### src/rtl/multi_bank_accfifo.sv
// multi_bank_accfifo: N-bank rotating accumulator FIFO with swap handshake and in-order drain.
// Define ACCFIFO_SAT_EN for a saturating accumulate; by default the accumulate wraps.
module multi_bank_accfifo #(
  parameter int NUM_BANKS = 2,
  parameter int DEPTH = 32,
  parameter int DATA_W = 24,
  parameter int BANK_W = $clog2(NUM_BANKS)
) (
  input logic clk,
  input logic rst,
  input logic cmp_push,
  input logic cmp_pop,
  input logic cmp_acc,
  input logic [DATA_W-1:0] cmp_din,
  output logic [DATA_W-1:0] cmp_dout,
  output logic cmp_empty,
  output logic cmp_full,
  output logic [BANK_W-1:0] cmp_bank,
  input logic swap_req,
  output logic swap_ack,
  input logic shd_pop,
  output logic [DATA_W-1:0] shd_dout,
  output logic shd_valid,
  output logic [BANK_W-1:0] shd_bank,
  output logic err_ovf,
  output logic err_udf
);
  localparam int PTR_W = $clog2(DEPTH);
  localparam int CNT_W = PTR_W + 1;
  localparam logic [CNT_W-1:0] FULL_CNT = CNT_W'(DEPTH);
  localparam logic [BANK_W-1:0] LAST_BANK = BANK_W'(NUM_BANKS - 1);
  typedef enum logic [1:0] {FREE, COMPUTE, SEALED} bank_st_e;
  bank_st_e state_q [NUM_BANKS];
  bank_st_e state_d [NUM_BANKS];
  logic [PTR_W-1:0] rd_q [NUM_BANKS];
  logic [PTR_W-1:0] rd_d [NUM_BANKS];
  logic [PTR_W-1:0] wr_q [NUM_BANKS];
  logic [PTR_W-1:0] wr_d [NUM_BANKS];
  logic [CNT_W-1:0] cnt_q [NUM_BANKS];
  logic [CNT_W-1:0] cnt_d [NUM_BANKS];
  logic [DATA_W-1:0] mem_q [NUM_BANKS][DEPTH];
  logic [BANK_W-1:0] cmp_bank_q, cmp_bank_d, shd_bank_q, shd_bank_d, nxt_bank, shd_nxt;
  logic swap_ack_q, swap_ack_d, err_ovf_q, err_ovf_d, err_udf_q, err_udf_d;
  logic cmp_rd, cmp_wr, shd_rd, shd_free, swap_go;
  logic [DATA_W-1:0] acc_sum, wr_data;
  always_comb begin
    cmp_bank = cmp_bank_q;
    shd_bank = shd_bank_q;
    swap_ack = swap_ack_q;
    err_ovf = err_ovf_q;
    err_udf = err_udf_q;
    cmp_empty = cnt_q[cmp_bank_q] == '0;
    cmp_full = cnt_q[cmp_bank_q] == FULL_CNT;
    cmp_dout = cmp_empty ? '0 : mem_q[cmp_bank_q][rd_q[cmp_bank_q]];
    shd_valid = state_q[shd_bank_q] == SEALED && cnt_q[shd_bank_q] != '0;
    shd_free = state_q[shd_bank_q] == SEALED && cnt_q[shd_bank_q] == '0;
    shd_dout = shd_valid ? mem_q[shd_bank_q][rd_q[shd_bank_q]] : '0;
    cmp_rd = cmp_pop & ~cmp_empty;
    cmp_wr = cmp_push & (~cmp_full | cmp_rd);
    shd_rd = shd_pop & shd_valid;
    nxt_bank = cmp_bank_q == LAST_BANK ? '0 : cmp_bank_q + BANK_W'(1);
    shd_nxt = shd_bank_q == LAST_BANK ? '0 : shd_bank_q + BANK_W'(1);
    swap_go = swap_req & (state_q[nxt_bank] == FREE);
  end
`ifdef ACCFIFO_SAT_EN
  logic [DATA_W:0] sum_x;
  always_comb begin
    sum_x = {cmp_din[DATA_W-1], cmp_din} + {cmp_dout[DATA_W-1], cmp_dout};
    acc_sum = sum_x[DATA_W] ^ sum_x[DATA_W-1] ? {sum_x[DATA_W], {(DATA_W-1){~sum_x[DATA_W]}}} : sum_x[DATA_W-1:0];
  end
`else
  always_comb acc_sum = cmp_din + cmp_dout;
`endif
  always_comb wr_data = cmp_push & cmp_pop & cmp_acc ? acc_sum : cmp_din;
  always_comb begin
    state_d = state_q;
    rd_d = rd_q;
    wr_d = wr_q;
    cnt_d = cnt_q;
    cmp_bank_d = swap_go ? nxt_bank : cmp_bank_q;
    shd_bank_d = shd_free ? shd_nxt : shd_bank_q;
    swap_ack_d = swap_go;
    err_ovf_d = err_ovf_q | (cmp_push & cmp_full & ~cmp_pop);
    err_udf_d = err_udf_q | (cmp_pop & cmp_empty & ~(cmp_push & cmp_acc));
    rd_d[cmp_bank_q] = rd_q[cmp_bank_q] + PTR_W'(cmp_rd);
    wr_d[cmp_bank_q] = wr_q[cmp_bank_q] + PTR_W'(cmp_wr);
    cnt_d[cmp_bank_q] = cnt_q[cmp_bank_q] + CNT_W'(cmp_wr) - CNT_W'(cmp_rd);
    // drain bank is always SEALED, so it never aliases the compute bank here
    if (shd_rd) begin
      rd_d[shd_bank_q] = rd_q[shd_bank_q] + PTR_W'(1);
      cnt_d[shd_bank_q] = cnt_q[shd_bank_q] - CNT_W'(1);
    end
    if (shd_free) state_d[shd_bank_q] = FREE;
    if (swap_go) begin
      state_d[cmp_bank_q] = SEALED;
      state_d[nxt_bank] = COMPUTE;
    end
  end
  always_ff @(posedge clk) begin
    if (rst) begin
      for (int i = 0; i < NUM_BANKS; i++) begin
        state_q[i] <= i == 0 ? COMPUTE : FREE;
        rd_q[i] <= '0;
        wr_q[i] <= '0;
        cnt_q[i] <= '0;
      end
      cmp_bank_q <= '0;
      shd_bank_q <= '0;
      swap_ack_q <= 1'b0;
      err_ovf_q <= 1'b0;
      err_udf_q <= 1'b0;
    end else begin
      state_q <= state_d;
      rd_q <= rd_d;
      wr_q <= wr_d;
      cnt_q <= cnt_d;
      cmp_bank_q <= cmp_bank_d;
      shd_bank_q <= shd_bank_d;
      swap_ack_q <= swap_ack_d;
      err_ovf_q <= err_ovf_d;
      err_udf_q <= err_udf_d;
    end
  end
  always_ff @(posedge clk) begin
    if (cmp_wr && !rst) mem_q[cmp_bank_q][wr_q[cmp_bank_q]] <= wr_data;
  end
endmodule

### config.mk
export PLATFORM = sky130hd
export DESIGN_NAME = multi_bank_accfifo
export DESIGN_NICKNAME = d
export VERILOG_FILES = /design/src/rtl/multi_bank_accfifo.sv
export SDC_FILE = /design/constraint.sdc
export NUM_CORES = 2
export LEC_CHECK = 0
export ABC_AREA = 1
export CAP_MARGIN = 20
export CORE_UTILIZATION = 25
export CTS_CLUSTER_SIZE = 28
export DETAILED_ROUTE_END_ITERATION = 12
export PLACE_DENSITY = 0.46
export SYNTH_ARGS = -nofsm -noshare
export SYNTH_HDL_FRONTEND = slang
export SYNTH_SLANG_ARGS = --single-unit
### constraint.sdc
create_clock -name clk -period 14.7 [get_ports clk]
set_input_delay 2.94 -clock clk [delete_from_list [all_inputs] [get_ports clk]]
set_output_delay 2.94 -clock clk [all_outputs]
set_load 0.1 [all_outputs]
==> metrics.md <==
| Metric | Value |
|---|---|
| Delay of the slowest cell on the worst path | `roughly 1.3 ns` |
| Net Sw Power | `approximately 6000 µW` |
| FILL cells | `33570` |
| Combinational power share | `0.347` |
| Total nets after synthesis | `8862` |
| Buffers added on ports | `86` |
| # clock sinks | `about 1600` |
| Post-route core utilization | `0.286` |
| Tightest Pin Transition | `roughly 1.2 ns` |
| Hold Worst Slack | `between 0.4 and 0.5 ns` |
| P_leak | `~0.032 µW` |
| Setup crit end | `cmp_dout[5]` |
| Final weighted congestion in routability-driven placement | `approximately 0.85` |
| Net count of the finished layout | `8652` |
| Tcrit/Tclk final | `0.733` |
| Core Footprint | `between 300000 and 400000 µm²` |
| Detailed router's first-iteration violation count | `7839` |
| Clock insertion delay at the later pin of the skew report | `about 0.86 ns` |
| Required time at the endpoint of the critical path | `between 10 and 15 ns` |
| Worst clock skew | `0.0390 ns` |
| Post-Synth XOR/XNOR Area | `0.00225` |
| Root Buffer | `sky130_fd_sc_hd__clkbuf_16` |
| Capture instance of the worst register-to-register path | `mem_q[1][547]` |
| Setup slack on the worst flop-to-flop path | `5.85 ns` |
| Post-synth top flop | `sky130_fd_sc_hd__edfxtp_1` |
| Internal power component | `just under 9000 µW` |
| Achievable frequency | `92.8 MHz` |
| Multi-input gate area in the final layout | `~30000 µm²` |
| Synth Area in Adders | `0.00631` |
| Die boundary width | `approximately 570 µm` |
| Most used cell along the critical path | `sky130_fd_sc_hd__o21ai_0` |
| Met1 capacity usage during global routing | `0.262` |
| Via count of the first global-routing pass | `65119` |
| Post-synthesis async set-or-reset flop share | `0` |
| Combinational family with the most area after synthesis | `simple AND/OR/NAND/NOR gates` |
| Final setup viols | `0` |
| Post-cts sizing count | `0` |
| Dominant cell type by area after synthesis | `sky130_fd_sc_hd__edfxtp_1` |
| Run status | `complete, but fails checks` |
| All-Layer GR Usage | `0.196` |
| Beginning of the worst register-to-register path | `cmp_bank` |
| Cell count along the critical path | `12` |
| Die height | `approximately 570 µm` |
| Portion of total power attributed to sequential cells | `0.353` |
| DRC violation count after routing | `2` |
| Simple-gate share of the synthesized area | `0.172` |
| Vias | `around 68000` |
| Setup repair after global routing missed its margin | `false` |
| First-pass GRT wire length | `around 470000 µm` |
| Power Density | `~160 nW/µm²` |
| Crit path launch | `cmp_bank` |
| Clock tree from TritonCTS | `yes` |
| Sort of element at the end of the critical path | `output port` |
| Max-slew violation count | `0` |
| Post-CTS Hold Buffers | `0` |
| Worst Setup Slack, final | `3.93 ns` |
| Gr ovfl total | `0` |
| Share of synthesized area occupied by flip-flops and latches | `0.575` |
| Standard-cell row count | `between 200 and 250` |
| Worst Path Max Fanout | `130` |
| Inserted Clock Buffers | `about 180` |
| Library cells used by synthesis | `50` |
| HPWL Detailed | `around 190000 µm` |
| Critical Path Source Type | `flop` |
| Layout-stage area growth over the synthesis result | `13.5%` |
| Post-synthesis instance area | `81700 µm²` |
| Residual antenna-violating net count after detailed routing | `0` |
| Buf/Inv on CP | `4` |
| Sum of routed wire length over all layers | `between 300000 and 400000 µm` |
| Met2 track demand over resource in global routing | `0.310` |
| Storage element area | `about 47000 µm²` |
| Flops & latches, synth | `around 1600` |
| Number of flops mapped to enable cells by yosys | `~1500` |
| Number of maximum-capacitance constraint violations | `0` |
| Critical setup path kind | `reg2out` |
| Setup TNS after final layout | `0 ns` |
| Cell with the largest stage delay on the worst path | `sky130_fd_sc_hd__clkdlybuf4s50_1` |
| Violated checks | `DRC` |
| H-tree level count | `4` |
| Type of the tightest min-delay check | `reg2reg` |
| Clock transition at the register clock pins on the worst setup and hold paths after CTS | `0.06 ns` |
| CTS Buffer Depth | `3` |
| Count leader, synth | `sky130_fd_sc_hd__nand2_1` |
| Area contributors post-synth | `sky130_fd_sc_hd__edfxtp_1 56%, sky130_fd_sc_hd__nand2_1 8.9%, sky130_fd_sc_hd__o21ai_0 8.4%, sky130_fd_sc_hd__nor2_1 3.8%, sky130_fd_sc_hd__nand3_1 3.8%` |
| Remaining max-slew budget at the tightest pin | `0.220` |
| Die Footprint | `roughly 330000 µm²` |
| Total power after layout | `14900 µW` |
| Pre-Repair DR Iteration Count | `12` |
| VDD IR-drop max | `0.000151 V` |
| Arrival time at the worst endpoint | `~7.8 ns` |
| I/O pin cnt | `87` |
| Leading post-synthesis cells by instance count | `1943 x sky130_fd_sc_hd__nand2_1, 1536 x sky130_fd_sc_hd__edfxtp_1, 1371 x sky130_fd_sc_hd__o21ai_0` |
| Net Sw Frac | `0.402` |
| Cell count after synthesis | `between 8000 and 9000` |
| Yosys top cell area share | `0.565` |
| Initial core utilization | `0.252` |
| Synthesized-area fraction occupied by ao, oa, aoi and oai cells | `0.164` |
| Critical Path, Cell by Cell | `buf_4 > nand2_1 > nand2_8 > buf_4 > buf_12 > o21ai_0 > o21ai_0 > o21ai_0 > o211ai_1 > nand3_1 > a21oi_1 > clkdlybuf4s50_1` |
| Initial antenna violation count | `15` |
| Routed via count divided by cell count | `5.23` |
| Cell family contributing the most delay on the critical path | `buffers and inverters` |
| Final Hold Vio Count | `0` |
| Worst R2R Path Depth | `23` |
| Mux share of post-synthesis cell area | `0.0156` |
| Worst slack at placement | `roughly 4.8 ns` |
| Maximum number of pins on one net before global-route repair | `around 160` |
| Layer carrying the most global-route usage | `met2` |
| Min Clock Period, post-route | `about 11 ns` |
| Routed wirelength normalized by instance count | `between 20 and 30 µm` |
| Synth Warn # | `0` |
| Clock share of power | `0.300` |
| Global-route met3 utilization | `0.0325` |
| Synthesized area divided by synthesized cell count | `9.29 µm²` |
| Post-CTS setup buffer count | `0` |
| Ratio of cells with drive above 1 in the final layout | `0.0679` |
-- worst min path at each step --
stage               endpoint    start  cells past startpoint  slack, ns
floorplan               flop     flop                      2       0.44
finish               err_udf  err_udf                      2       0.46
global placement     err_udf  err_udf                      2       0.44
CTS                  err_ovf  err_ovf                      2       0.46
detailed placement   err_udf  err_udf                      2       0.45
global route         err_udf  err_udf                      2       0.48
-- cell type report --
class                      count  share of cell area
clock buffer                 225              0.0512
timing repair buffer         284              0.0274
antenna                       10            0.000270
multi-input combinational   6043               0.325
inverter                     492              0.0203
sequential                  1579               0.507
tap                         4325              0.0584
clock inverter               109              0.0102
-- metal layers --
| layer | vias up | wire length (µm) |
|---|---|---|
| met1 | 33841 | 140000 |
| met5 | - | 0 |
| li1 | 30506 | - |
| met4 | 0 | 16400 |
| met2 | 3265 | 150000 |
| met3 | 679 | 27100 |
-- registers in the layout, indices dropped and copies added, names as in the netlist, named ones only --
| name | cells |
|---|---|
| rd_q | 10 |
| err_udf | 1 |
| shd_bank | 1 |
| swap_ack | 1 |
| cmp_bank | 1 |
| wr_q | 10 |
| mem_q | 1536 |
| cnt_q | 12 |
| err_ovf | 1 |
-- logic make-up after synthesis --
group	after synthesis
xor gates and xnor gates	21
AOI/OAI and AO/OA	2370
muxes	127
adders and majority gates	40
and+or+nand+nor	3485
DFF	1579
buffers and inverters	1169
-- per-stage QoR --
step | instance area [µm²] | instances
2_1_floorplan | 81700 | 8791
3_3_place_gp | 86900 | 12719
3_5_place_dp | 87000 | 12723
4_1_cts | 92700 | 13057
5_1_grt | 92700 | 13058
6_report | 92700 | 13067
-- layout by cell type (no fill, tap or decap), drive strengths merged, types with 10 or more instances in the layout --
master         instances
nand2               1952
nor3                  16
buf                  199
o211ai               346
nand3                628
o22ai                 68
o21ai               1409
or2                   14
nor2                 840
diode                 10
ha                    38
edfxtp              1536
nand4                 20
a21boi                62
a21oi                262
xor2                  15
clkbuf               225
a211oi                60
a31oi                136
inv                  499
dfxtp                 43
clkinv                89
bufinv                12
clkdlybuf4s50         85
mux2i                127
-- worst reg2reg max path: cells and delay by family, from the launching register on --
kind	cells	cell delay, ns
buffers and inverters	4	2.63
AOI/OAI and AO/OA	6	2.11
and+or+nand+nor	12	2.39
adders and majority gates	1	0.52
DFF	1	0.86
-- power groups by stage --
| stage | logic (µW) | clock network (µW) | registers (µW) |
|---|---|---|---|
| after floorplan | 3160 | 0 | 5340 |
| after global placement | 5070 | 0 | 5340 |
| after detailed placement | 5090 | 0 | 5340 |
| after CTS | 5100 | 4540 | 5240 |
| after global routing | 5490 | 4700 | 5250 |
| final | 5160 | 4460 | 5250 |
No activity file was read; power rests on OpenSTA's default activity.
